$ cat src/rtl/mem_port_arbiter_pkg.sv
// Shared types and constants for the memory port arbiter slice.
package mem_arb_pkg;

  localparam int ARB_AW = 3;
  localparam int ARB_DW = 16;

  typedef enum logic {
    ARB    = 1'b0,
    LOCKED = 1'b1
  } wr_state_t;

  // Requester index width; a single requester still needs one bit.
  function automatic int idx_w(input int n);
    return (n < 2) ? 1 : $clog2(n);
  endfunction

endpackage

$ cat src/rtl/mem_port_arbiter_if.sv
// Client/memory bundle for mem_port_arbiter; slave = arbiter side, master = clients + memory.
interface mem_port_arbiter_if
  import mem_arb_pkg::*;
#(
  parameter int NREQ = 4,
  parameter int AW   = ARB_AW,
  parameter int DW   = ARB_DW
) ();

  localparam int IW = idx_w(NREQ);

  logic [NREQ-1:0]    wr_req;
  logic [NREQ-1:0]    wr_lock;
  logic [NREQ*AW-1:0] wr_addr;
  logic [NREQ*DW-1:0] wr_data;
  logic [NREQ-1:0]    wr_gnt;

  logic [NREQ-1:0]    rd_req;
  logic [NREQ*AW-1:0] rd_addr;
  logic [NREQ-1:0]    rd_gnt;
  logic               rd_valid;
  logic [IW-1:0]      rd_id;
  logic [DW-1:0]      rd_data;

  logic               m_w_en;
  logic [AW-1:0]      m_w_addr;
  logic [DW-1:0]      m_w_data;
  logic [AW-1:0]      m_r_addr;
  logic [DW-1:0]      m_r_data;

  modport slave (
    input  wr_req, wr_lock, wr_addr, wr_data, rd_req, rd_addr, m_r_data,
    output wr_gnt, rd_gnt, rd_valid, rd_id, rd_data,
    output m_w_en, m_w_addr, m_w_data, m_r_addr
  );

  modport master (
    output wr_req, wr_lock, wr_addr, wr_data, rd_req, rd_addr, m_r_data,
    input  wr_gnt, rd_gnt, rd_valid, rd_id, rd_data,
    input  m_w_en, m_w_addr, m_w_data, m_r_addr
  );

endinterface

$ cat src/rtl/mem_port_arbiter_rr_arbiter.sv
// Combinational round-robin pick: first asserted request at or after ptr, wrapping.
module rr_arbiter
  import mem_arb_pkg::*;
#(
  parameter int NREQ = 4,
  parameter int IW   = idx_w(NREQ)
) (
  input  logic [NREQ-1:0] req,
  input  logic [IW-1:0]   ptr,
  output logic [NREQ-1:0] gnt,
  output logic [IW-1:0]   gnt_idx
);

  int            j;
  logic [IW-1:0] jj;
  logic          found;

  always_comb begin
    gnt     = '0;
    gnt_idx = '0;
    found   = 1'b0;
    j       = 0;
    jj      = '0;
    for (int k = 0; k < NREQ; k++) begin
      j  = (int'(ptr) + k) % NREQ;
      jj = j[IW-1:0];
      if (!found && req[jj]) begin
        found   = 1'b1;
        gnt[jj] = 1'b1;
        gnt_idx = jj;
      end
    end
  end

endmodule

$ cat src/rtl/mem_port_arbiter.sv
// Round-robin write/read port sharing for the 8x16 register file, with write burst lock.
// Build option MEM_ARB_BYPASS_EN: same-address read during a write returns the new data.
//   state  | meaning
//   ARB    | round-robin write arbitration
//   LOCKED | write port held by owner until it drops wr_req or wr_lock
module mem_port_arbiter
  import mem_arb_pkg::*;
#(
  parameter int NREQ = 4,
  parameter int AW   = ARB_AW,
  parameter int DW   = ARB_DW
) (
  input logic               clk,
  input logic               rst_n,
  mem_port_arbiter_if.slave bus
);

  localparam int            IW   = idx_w(NREQ);
  localparam logic [IW-1:0] LAST = IW'(NREQ - 1);

  function automatic logic [IW-1:0] wrap_inc(input logic [IW-1:0] i);
    return (i == LAST) ? '0 : i + 1'b1;
  endfunction

  wr_state_t     wr_state_q, wr_state_d;
  logic [IW-1:0] wr_ptr_q, wr_ptr_d;
  logic [IW-1:0] owner_q, owner_d;
  logic [IW-1:0] rd_ptr_q, rd_ptr_d;
  logic          rd_valid_q, rd_valid_d;
  logic [IW-1:0] rd_id_q, rd_id_d;
  logic [DW-1:0] rd_data_q, rd_data_d;

  logic [NREQ-1:0] wr_arb_gnt, rd_arb_gnt;
  logic [IW-1:0]   wr_arb_idx, rd_arb_idx;
  logic [NREQ-1:0] wr_gnt_c, wr_gnt, rd_gnt;
  logic            m_w_en;
  logic [AW-1:0]   m_w_addr, m_r_addr;
  logic [DW-1:0]   m_w_data, rd_capture;

  rr_arbiter #(.NREQ(NREQ), .IW(IW)) u_wr_rr (
    .req     (bus.wr_req),
    .ptr     (wr_ptr_q),
    .gnt     (wr_arb_gnt),
    .gnt_idx (wr_arb_idx)
  );

  rr_arbiter #(.NREQ(NREQ), .IW(IW)) u_rd_rr (
    .req     (bus.rd_req),
    .ptr     (rd_ptr_q),
    .gnt     (rd_arb_gnt),
    .gnt_idx (rd_arb_idx)
  );

  always_comb begin
    wr_state_d = wr_state_q;
    wr_ptr_d   = wr_ptr_q;
    owner_d    = owner_q;
    wr_gnt_c   = '0;
    case (wr_state_q)
      ARB: begin
        wr_gnt_c = wr_arb_gnt;
        if (|wr_arb_gnt) begin
          wr_ptr_d = wrap_inc(wr_arb_idx);
          if (bus.wr_lock[wr_arb_idx]) begin
            wr_state_d = LOCKED;
            owner_d    = wr_arb_idx;
          end
        end
      end
      LOCKED: begin
        // A final cycle with req but no lock is still granted to the owner.
        wr_gnt_c[owner_q] = bus.wr_req[owner_q];
        if (!bus.wr_req[owner_q] || !bus.wr_lock[owner_q]) begin
          wr_state_d = ARB;
          wr_ptr_d   = wrap_inc(owner_q);
        end
      end
      default: wr_state_d = ARB;
    endcase
  end

  // Grants are combinational, so they must be forced low while reset is held.
  assign wr_gnt = rst_n ? wr_gnt_c   : '0;
  assign rd_gnt = rst_n ? rd_arb_gnt : '0;
  assign m_w_en = |wr_gnt;

  always_comb begin
    m_w_addr = '0;
    m_w_data = '0;
    m_r_addr = '0;
    for (int i = 0; i < NREQ; i++) begin
      if (wr_gnt[i]) begin
        m_w_addr = bus.wr_addr[i*AW +: AW];
        m_w_data = bus.wr_data[i*DW +: DW];
      end
      if (rd_gnt[i]) begin
        m_r_addr = bus.rd_addr[i*AW +: AW];
      end
    end
  end

`ifdef MEM_ARB_BYPASS_EN
  assign rd_capture = (m_w_en && (m_w_addr == m_r_addr)) ? m_w_data : bus.m_r_data;
`else
  assign rd_capture = bus.m_r_data;
`endif

  always_comb begin
    rd_ptr_d   = rd_ptr_q;
    rd_valid_d = |rd_gnt;
    rd_id_d    = rd_id_q;
    rd_data_d  = rd_data_q;
    if (|rd_gnt) begin
      rd_ptr_d  = wrap_inc(rd_arb_idx);
      rd_id_d   = rd_arb_idx;
      rd_data_d = rd_capture;
    end
  end

  always_ff @(posedge clk or negedge rst_n) begin
    if (!rst_n) begin
      wr_state_q <= ARB;
      wr_ptr_q   <= '0;
      owner_q    <= '0;
      rd_ptr_q   <= '0;
      rd_valid_q <= 1'b0;
      rd_id_q    <= '0;
      rd_data_q  <= '0;
    end else begin
      wr_state_q <= wr_state_d;
      wr_ptr_q   <= wr_ptr_d;
      owner_q    <= owner_d;
      rd_ptr_q   <= rd_ptr_d;
      rd_valid_q <= rd_valid_d;
      rd_id_q    <= rd_id_d;
      rd_data_q  <= rd_data_d;
    end
  end

  assign bus.wr_gnt   = wr_gnt;
  assign bus.rd_gnt   = rd_gnt;
  assign bus.rd_valid = rd_valid_q;
  assign bus.rd_id    = rd_id_q;
  assign bus.rd_data  = rd_data_q;
  assign bus.m_w_en   = m_w_en;
  assign bus.m_w_addr = m_w_addr;
  assign bus.m_w_data = m_w_data;
  assign bus.m_r_addr = m_r_addr;

endmodule

$ cat src/flat_wrapper.sv
// flat-port wrapper written by rule: the top's interface ports become plain ports
module mem_port_arbiter_flat import mem_arb_pkg::*;
#(
  parameter int NREQ = 4,
  parameter int AW   = ARB_AW,
  parameter int DW   = ARB_DW
)
  (clk, rst_n, bus_wr_req, bus_wr_lock, bus_wr_addr, bus_wr_data, bus_rd_req, bus_rd_addr, bus_m_r_data, bus_wr_gnt, bus_rd_gnt, bus_rd_valid, bus_rd_id, bus_rd_data, bus_m_w_en, bus_m_w_addr, bus_m_w_data, bus_m_r_addr);
  mem_port_arbiter_if #(.NREQ(NREQ), .AW(AW), .DW(DW)) bus_i ();
  input logic clk;
  input logic rst_n;
  input wire logic [$bits(bus_i.wr_req)-1:0] bus_wr_req;
  input wire logic [$bits(bus_i.wr_lock)-1:0] bus_wr_lock;
  input wire logic [$bits(bus_i.wr_addr)-1:0] bus_wr_addr;
  input wire logic [$bits(bus_i.wr_data)-1:0] bus_wr_data;
  input wire logic [$bits(bus_i.rd_req)-1:0] bus_rd_req;
  input wire logic [$bits(bus_i.rd_addr)-1:0] bus_rd_addr;
  input wire logic [$bits(bus_i.m_r_data)-1:0] bus_m_r_data;
  output wire logic [$bits(bus_i.wr_gnt)-1:0] bus_wr_gnt;
  output wire logic [$bits(bus_i.rd_gnt)-1:0] bus_rd_gnt;
  output wire logic [$bits(bus_i.rd_valid)-1:0] bus_rd_valid;
  output wire logic [$bits(bus_i.rd_id)-1:0] bus_rd_id;
  output wire logic [$bits(bus_i.rd_data)-1:0] bus_rd_data;
  output wire logic [$bits(bus_i.m_w_en)-1:0] bus_m_w_en;
  output wire logic [$bits(bus_i.m_w_addr)-1:0] bus_m_w_addr;
  output wire logic [$bits(bus_i.m_w_data)-1:0] bus_m_w_data;
  output wire logic [$bits(bus_i.m_r_addr)-1:0] bus_m_r_addr;
  assign bus_i.wr_req = bus_wr_req;
  assign bus_i.wr_lock = bus_wr_lock;
  assign bus_i.wr_addr = bus_wr_addr;
  assign bus_i.wr_data = bus_wr_data;
  assign bus_i.rd_req = bus_rd_req;
  assign bus_i.rd_addr = bus_rd_addr;
  assign bus_i.m_r_data = bus_m_r_data;
  assign bus_wr_gnt = bus_i.wr_gnt;
  assign bus_rd_gnt = bus_i.rd_gnt;
  assign bus_rd_valid = bus_i.rd_valid;
  assign bus_rd_id = bus_i.rd_id;
  assign bus_rd_data = bus_i.rd_data;
  assign bus_m_w_en = bus_i.m_w_en;
  assign bus_m_w_addr = bus_i.m_w_addr;
  assign bus_m_w_data = bus_i.m_w_data;
  assign bus_m_r_addr = bus_i.m_r_addr;
  mem_port_arbiter #(.NREQ(NREQ), .AW(AW), .DW(DW)) u_core (.clk(clk), .rst_n(rst_n), .bus(bus_i));
endmodule
$ cat config.mk
export PLATFORM = sky130hd
export DESIGN_NAME = mem_port_arbiter_flat
export DESIGN_NICKNAME = d
export VERILOG_FILES = /design/src/rtl/mem_port_arbiter_pkg.sv /design/src/rtl/mem_port_arbiter_if.sv /design/src/rtl/mem_port_arbiter_rr_arbiter.sv /design/src/rtl/mem_port_arbiter.sv /design/src/flat_wrapper.sv
export SDC_FILE = /design/constraint.sdc
export NUM_CORES = 1
export LEC_CHECK = 0
export ABC_AREA = 0
export BUFFER_PORTS_ARGS = -buffer_cell sky130_fd_sc_hd__buf_2
export CAP_MARGIN = 30
export CORE_MARGIN = 2
export CORE_UTILIZATION = 46
export DETAILED_ROUTE_END_ITERATION = 10
export PLACE_DENSITY_LB_ADDON = 0.15
export SLEW_MARGIN = 10
export SYNTH_ARGS = -nofsm -noshare
export SYNTH_HDL_FRONTEND = slang
export SYNTH_HIERARCHICAL = 1
export SYNTH_SLANG_ARGS = --single-unit
export TNS_END_PERCENT = 5
$ cat constraint.sdc
create_clock -name clk -period 4.2 [get_ports clk]
set_input_delay 0.42 -clock clk [delete_from_list [all_inputs] [get_ports clk]]
set_output_delay 0.42 -clock clk [all_outputs]
set_load 0.02 [all_outputs]
==> impl_summary.md, run 1 <==
Job
The tool flagged a number of max-cap violations equal to 0.

Clocking
The number of hold buffers added after cts is 0. The number of buffers between clock root and the deepest sink is 2. The tree built by TritonCTS fans out to 26 sinks.

Clock tree synthesis selected as its root buffer the cell clkbuf_8. Buffers inserted during clock tree synthesis total 3. The clock latency on the worst-skew pair is about 0.26 ns. TritonCTS built the clock tree. After clock tree synthesis, the setup repair step added 0 buffers. CTS built an H-tree with a depth of 1. The clock-pin transition on the worst setup and hold timing paths is around 0.090 ns.

Yosys
The share of Yosys cell area claimed by the top area cell type is between 20% and 30%. In the synthesized netlist, the number of instances is between 300 and 400. The average size of a mapped cell is 9.39 um2. The unique cell type count in the Yosys netlist is 53. Yosys attributes the largest share of cell area to dfrtp_1, mux2_2, mux4_2.

The synthesized area is 0.00301 mm2. The flop and latch count out of synthesis is 26. The largest total area in the synthesized netlist belongs to dfrtp_1. Yosys printed 6 warnings. The number of nets handed over by synthesis was around 460.

The sequential fraction of the synthesis area is a little over a fifth.

Critical path
The worst setup path is captured at an output pin. In this run the worst path has a maximum fanout of 10. The kind of start point of the critical path is a register.

STA puts the critical path data arrival time at 3.39 ns. The critical path goes through inv_1, ha_1, mux4_2, a221oi_1, o2bb2ai_2, and3b_1, a211oi_1, a211o_1, a21boi_0, buf_2. For the worst setup path, the data required time is 3.78 ns. The type of the setup path with the least slack is register to output pin. The slowest stage cell on the critical path is dfrtp_2. The critical path starts at u_core/rd_ptr_q[1]. The cell type group with the largest total delay on the critical path is compound AO/OA/AOI/OAI gates. For this run, the slowest stage of the critical path takes 0.49 ns. The start of the worst register-to-register path is u_core/rd_ptr_q[1]. The number of buffers and inverters on the critical path is 2.

Die
The width of the die is approximately 85 um. The die is 84.9 um tall. Once the floorplan was initialized, standard cells occupied a little under half of the core. The I/O pin total is 168. The total number of placement rows is 29.

The total die area is slightly above 0.007 mm2. The placeable core area is around 0.0063 mm2.

Global routing
The total congestion overflow is 0. The initial antenna violation count came to 0. The maximum number of pins on one net before global-route repair is between 40 and 50.

The global-route wire length before repair is roughly 14 mm. The via count of the first global-routing pass came to about 3000. Global routing consumed, over all layers together, approximately a quarter of the routing resources.

Timing
Setup repair after global routing left no endpoint under its margin. After routing, the total negative slack on setup checks comes to 0 ns. The top achievable clock speed is 0.263 GHz. For the pin with the worst max-slew slack, the measured transition is a little over 0.7 ns.

The worst max-slew margin expressed relative to the limit is a little over half. The number of hold-slack violations in the final timing report came to 0. The worst path uses around 91% of the clock period. Setup violations remaining at the end of the flow were counted as 0.

The minimum clock period after layout is 3.81 ns. The max-slew violation count is 0. The final clock skew is roughly 0.0015 ns.

Pwr
In this run the static leakage power is 1.85 nW. IR analysis of the VDD net gives a maximum drop of between 0.0005 and 0.0006 V. Dividing total power by cell area gives a power density of slightly below 1000 mW/mm2.

Run status
The run finished with clean final reports.

Detailed routing
Across all layers, the routed design uses between 3000 and 4000 vias. The pre-antenna-repair detailed-routing pass consisted of 4 iterations. The routed length per instance is between 15 and 20 um. The count of antenna-violating nets left after detailed routing is 0. The violation count after the first detailed-routing iteration is between 150 and 200.

The total wire length is ~8.8 mm. For this run, design rule violations remaining after detail routing come to 0. The via density per instance is just under 6.

Min path
The tightest min-delay check is of the input port to register type. In this run the most critical hold path is launched from bus_m_r_data[10].

Final layout
The area overhead of the layout relative to synthesis is 30.5%. In the final layout, the share of cells above drive strength 1 is about half. The utilization of the core after routing is between 60% and 70%. After the last flow step, the layout net total stands at 610. The final standard cell count with taps included and fillers excluded is 552. The count of antenna diodes in the layout is 0.

Place
The final weighted congestion of routability-driven global placement is 0.891. The number of buffers inserted by port buffering is 167. Once placement completed, the tool counted placed cells totaling about 550. The estimated wirelength of the detail-placed design is about 7 mm.
cell usage in the layout, fill, tap and decap left out, types with 8 or more instances in the layout:
cell type / instances
a311oi_1: 9
buf_2: 167
nor3_1: 21
ha_1: 16
mux4_2: 9
buf_4: 8
nand3_1: 21
inv_1: 13
nor2_1: 25
nand4_1: 19
a22oi_1: 8
a311oi_2: 10
mux2_2: 24
dfrtp_1: 25
nand2_1: 14
power breakdown:
group | leakage [nW] | total, W | switching, W | internal [W]
combinational | 1.51 | 0.00316 | 0.00183 | 0.00133
sequential | 0.305 | 0.000493 | 0.000101 | 0.000393
clock | 0.0288 | 0.000158 | 0.0000746 | 0.0000837
state kept, by name, summed over array words and instances (netlist names):
name and count:
u_core/bus.rd_data 16, u_core/bus.rd_id 2, u_core/owner_q 2, u_core/rd_ptr_q 2
u_core/wr_ptr_q 2, u_core/bus.rd_valid 1, u_core/wr_state_q 1
worst register-to-register path: cells and delay by family (launching register included):
family / cells / cell delay (ns)
muxes: 2 / 0.85
AOI/OAI and AO/OA: 2 / 0.64
and+or+nand+nor: 2 / 0.52
DFF: 1 / 0.49
buffers and inverters: 2 / 0.43
adders and majority gates: 1 / 0.43
layout make-up:
| type | count | area, um2 |
|---|---|---|
| Tap cell | 77 | 96.3 |
| Timing Repair Buffer | 175 | 896 |
| Multi-Input combinational cell | 255 | 2180 |
| Sequential cell | 26 | 652 |
| Clock buffer | 4 | 55.1 |
| Fill cell | 558 | 2420 |
| Inverter | 15 | 56.3 |
cell families (layout without fill, tap and decap cells):
kind of cell               count (synthesis)  count (layout)  synth area share [%]
muxes                                     39              39                  18.8
buffers and inverters                     40             194                  7.31
AOI/OAI and AO/OA                         71              71                  21.7
and+or+nand+nor                          129             129                  24.0
DFF                                       26              26                  21.6
adders and majority gates                 16              16                  6.64
per-layer routing:
layer / wire length [um] / track usage, % / part of all wire (%)
met3: 542 / 2.63 / 6.1
met1: 3710 / 30.8 / 42
met5: 0 / 0 / 0
met4: 172 / 7.07 / 1.9
met2: 4420 / 41.6 / 50
worst paths after layout:
check	endpoint	slack (ns)	cells past startpoint
max	bus_m_r_addr[1]	0.39	10
min	u_core/bus.rd_data[10]	0.38	2
max reg2reg	u_core/bus.rd_data[2]	0.74	9
min reg2reg	u_core/bus.rd_data[15]	0.51	1
max in group asynchronous	u_core/rd_ptr_q[1]	3.18	2
min in group asynchronous	u_core/bus.rd_data[12]	0.66	2
cells in the mapped netlist, drive strengths merged:
master,number
nand2,14
a2bb2oi,1
a22o,1
nand3b,2
nor4,2
a221oi,7
ha,16
o21a,1
o31ai,3
or4,1
a21boi,4
and3,2
a31o,2
o22ai,1
mux4,11
dfrtp,26
nor2,25
nand4,19
buf,20
clkbuf,5
a211oi,2
and2,7
o32ai,1
nor2b,9
nand3,21
and3b,2
o21bai,1
a41oi,1
mux2i,3
mux2,25
nand2b,2
a31oi,1
o2bb2ai,5
o21ai,8
o211ai,1
nor3,23
a211o,3
inv,15
a32oi,1
a22oi,8
a311oi,19
through the flow:
step | power, W | cell area, um2 | hold slack [ns] | setup slack (ns)
2_1_floorplan | 0.00293 | 3010 | 0.124 | 0.545
3_3_place_gp | 0.00357 | 3850 | 0.482 | 0.453
3_5_place_dp | 0.00363 | 3850 | 0.488 | 0.369
4_1_cts | 0.00379 | 3910 | 0.377 | 0.0770
5_1_grt | 0.00413 | 3930 | 0.372 | 0.0569
6_report | 0.00381 | 3930 | 0.380 | 0.391
what timing repair did:
item                                    CTS  global route
resized for setup                         0             6
endpoints found under the setup margin    0            23
hold endpoints to repair                  0             0
Note: power is estimated with default switching activity, not from simulation.
==> inputs of run 2 (changes only) <==
--- a/config.mk
+++ b/config.mk
@@ -8,7 +8,6 @@
 export ABC_AREA = 0
 export BUFFER_PORTS_ARGS = -buffer_cell sky130_fd_sc_hd__buf_2
 export CAP_MARGIN = 30
-export CORE_MARGIN = 2
 export CORE_UTILIZATION = 46
 export DETAILED_ROUTE_END_ITERATION = 10
 export PLACE_DENSITY_LB_ADDON = 0.15
==> run 2 against run 1 <==
Compared with the run above:
- sequential power fell by 2%
- final area barely moved
- critical path depth rose by 1
- first-iteration DRC count rose by 21%
- global-route usage rose by 1.8 points
- routed wire length fell by 0.79%
- sequential cell count did not move
- worst setup slack got worse by 0.068 ns
- register-to-register slack improved by 0.19 ns
==> impl_summary.md, run 2 (synthesis results as in run 1) <==
Final layout
Excluding fillers, the count of instances in the completed layout stands at between 500 and 600. The number of antenna diodes in the final layout is 0. Summing all flip-flop and latch instances after layout gives 651 um2. The register with the most flip-flops in the layout has 16 of them.

Counting the fill cells in the layout gives 549. The area occupied by multi-input gates is 0.00216 mm2. Of the cells placed in the final design, the portion with a size suffix greater than 1 is 50.6%.

Relative to the synthesized area, the layout overhead comes to 30.6%. In the layout the commonest cells are buf_2, dfrtp_1, nor2_1. The library cell used most frequently in the layout, excluding fill and tap cells, is buf_2.

The final layout net count is just over 600.

Die
between 150 and 200 I/O pins were placed. The placeable core area is around 0.0063 mm2. The width of the die is slightly above 80 um. The floorplan die height is between 80 and 90 um. For this configuration, the core starts out at a cell density of between 40% and 50%. The initialized floorplan defines 29 standard-cell rows. The total die area is just under 0.007 mm2.

Pwr
Of the total power, the clock network draws under 10%. The net switching power is about 0.002 W. In this run, flip-flops and latches consume about an eighth of the power. The switching power share of the total is between 50% and 60%. The logic gate share of total power is slightly above 80%. Summed over all cells, the static leakage comes to 1.85 nW. The areal power density over the cells is between 900 and 1000 mW/mm2. The maximum vdd ir drop is ~0.00051 V. The internal portion of the total power is around 0.0018 W.

Critical path
STA puts the critical path data required time at 3.78 ns. The kind of start point of the critical path is a register. The signal on the critical path passes through inv_1, ha_1, mux4_2, nor2b_4, a22oi_1, o21ai_1, nor2b_1, a31o_2, nand3_1, a311oi_2, buf_2. For this run, the slowest stage of the critical path takes 0.47 ns. STA classifies the critical path endpoint as an output pin.

Setup slack on the worst reg-to-reg path comes out at roughly 0.93 ns. The number of buffers and inverters on the critical path is 2. In this run the critical register-to-register path is launched from u_core/rd_ptr_q[1]. Among cell families on the critical path, the largest total delay comes from compound AO/OA/AOI/OAI gates. The arrival time of the worst setup path is around 3.5 ns. The worst register-to-register path ends at u_core/bus.rd_data[4]. The path length in cells of the critical path is 11. The slowest stage of the critical path belongs to the cell mux4_2. The highest fanout seen on the critical path is 20. The cell count of the worst reg-to-reg path is 9. The worst setup path is of the register to output pin kind.

Place
The final weighted congestion of routability-driven global placement is ~0.86. The estimated wirelength of the detail-placed design is between 6 and 7 mm. Input and output buffers added on the ports amount to between 150 and 200. Including well taps, the total number of placed cells is between 500 and 600.

Timing
The number of hold-slack violations in the final timing report is 0. Clock skew on the completed layout was measured at 0.00358 ns. Setup violations remaining at the end of the flow were counted as 0. The measured slew at the worst slew-check pin is ~0.68 ns. Dividing the final minimum period by the clock period gives a little over 90%. The worst path needs roughly 3.9 ns of the cycle, external delays included. Headroom to the max-slew limit came out at between 50% and 60%. The top achievable clock speed is about 0.26 GHz. The final setup TNS is 0 ns. The max-slew violation count is 0. Setup repair after global routing left no endpoint under its margin.

Global routing
The initial antenna violation count is 0. The via count of the first global-routing pass is 3105. The total track usage is between 20% and 30%.

Entering global routing, the biggest net connects 44 pins. The total congestion overflow is 0. The first global-routing pass estimated roughly 15 mm of wire.

Detailed routing
The number of detailed-route iterations in the first pass is 4. The total wire length is roughly 8.8 mm. After detailed routing, the average wire length per cell comes to between 15 and 20 um. The count of nets left with antenna violations once routing finished came out at 0. The via density per instance is roughly 5.9. The detailed router finished its first iteration with roughly 220 violations. The routed via count is 3257. After detailed routing, the number of remaining DRC violations is 0.

Min path
In this run the worst hold path is classified as input port to register. The path with the worst hold slack has its endpoint at u_core/bus.rd_data[8]. The worst hold path begins at bus_m_r_data[8]. The cell depth of the worst min-delay path is 2.

Run status
The flow ran to the end, and the final reports show no timing, DRC or antenna violations.

Clocking
The H-tree depth is 1. The clock latency on the worst-skew pair is about 0.26 ns. The number of clock buffers added by TritonCTS is 3.

The number of buffers between clock root and the deepest sink is 2. Clock tree synthesis selected as its root buffer the cell clkbuf_8. The number of setup buffers added after CTS is 0.

Clock-pin slew was measured on the worst setup and hold paths at around 0.090 ns. The total number of clock tree sinks is 26. The CTS tree is built.

Job
Across the run, the number of max-cap violations was 0.
-- run 2: cell types whose count changed in the layout (fill, tap and decap cells not counted), sizes merged --
cell / previous run / this run
clkbuf: 4 / 3
bufinv: 0 / 1
buf: 175 / 176
-- run 2: final cells by class --
type | count | area share (%)
tap | 77 | 2.45
multi-input combinational | 255 | 54.8
sequential | 26 | 16.5
timing repair buffer | 176 | 23.0
clock buffer | 3 | 1.05
clock inverter | 1 | 0.763
inverter | 15 | 1.43
-- run 2: worst max path at each step --
| stage | start | slack, ns | to |
|---|---|---|---|
| final | u_core/wr_ptr_q[1] | 0.32 | bus_m_w_data[12] |
| after global routing | u_core/wr_ptr_q[1] | 0.07 | bus_m_w_data[4] |
| after CTS | u_core/wr_ptr_q[1] | 0.08 | bus_m_w_data[12] |
| after detailed placement | u_core/wr_ptr_q[1] | 0.38 | bus_m_w_data[12] |
| after global placement | u_core/wr_ptr_q[1] | 0.48 | bus_m_w_data[11] |
| after floorplan | u_core/wr_ptr_q[0] | 0.55 | bus_m_w_data[7] |
-- run 2: repair_timing --
| item | 4_1_cts | 5_1_grt |
|---|---|---|
| setup endpoints to repair | 0 | 19 |
| hold buffers | 0 | 0 |
| gates resized for setup | 0 | 2 |
-- run 2: power by group through the flow --
stage / Sequential, W / Clock [W] / Combinational, W
finish: 0.000484 / 0.000201 / 0.00318
CTS: 0.000486 / 0.000207 / 0.00318
global placement: 0.000480 / 0 / 0.00311
global route: 0.000501 / 0.000216 / 0.00345
detailed placement: 0.000489 / 0 / 0.00318
floorplan: 0.000611 / 0 / 0.00232
-- run 2: per-stage QoR --
step           hold WS [ns]  worst slack (ns)  power, W  utilization, %  area, um2
2_1_floorplan         0.124             0.545   0.00293               -       3010
3_3_place_gp          0.483             0.484   0.00359            60.8       3860
3_5_place_dp          0.491             0.384   0.00367            60.8       3860
4_1_cts               0.371            0.0768   0.00388            61.9       3930
5_1_grt               0.370            0.0703   0.00417            62.0       3930
6_report              0.379             0.323   0.00387            62.0       3930
-- run 2: metal layers --
layer,track usage (%),part of all wire [%],vias to the layer above
li1,-,-,1562
met1,32.5,42,1547
met2,46.2,51,132
met3,1.09,5.3,16
met4,8.15,2.2,0
met5,0,0,-
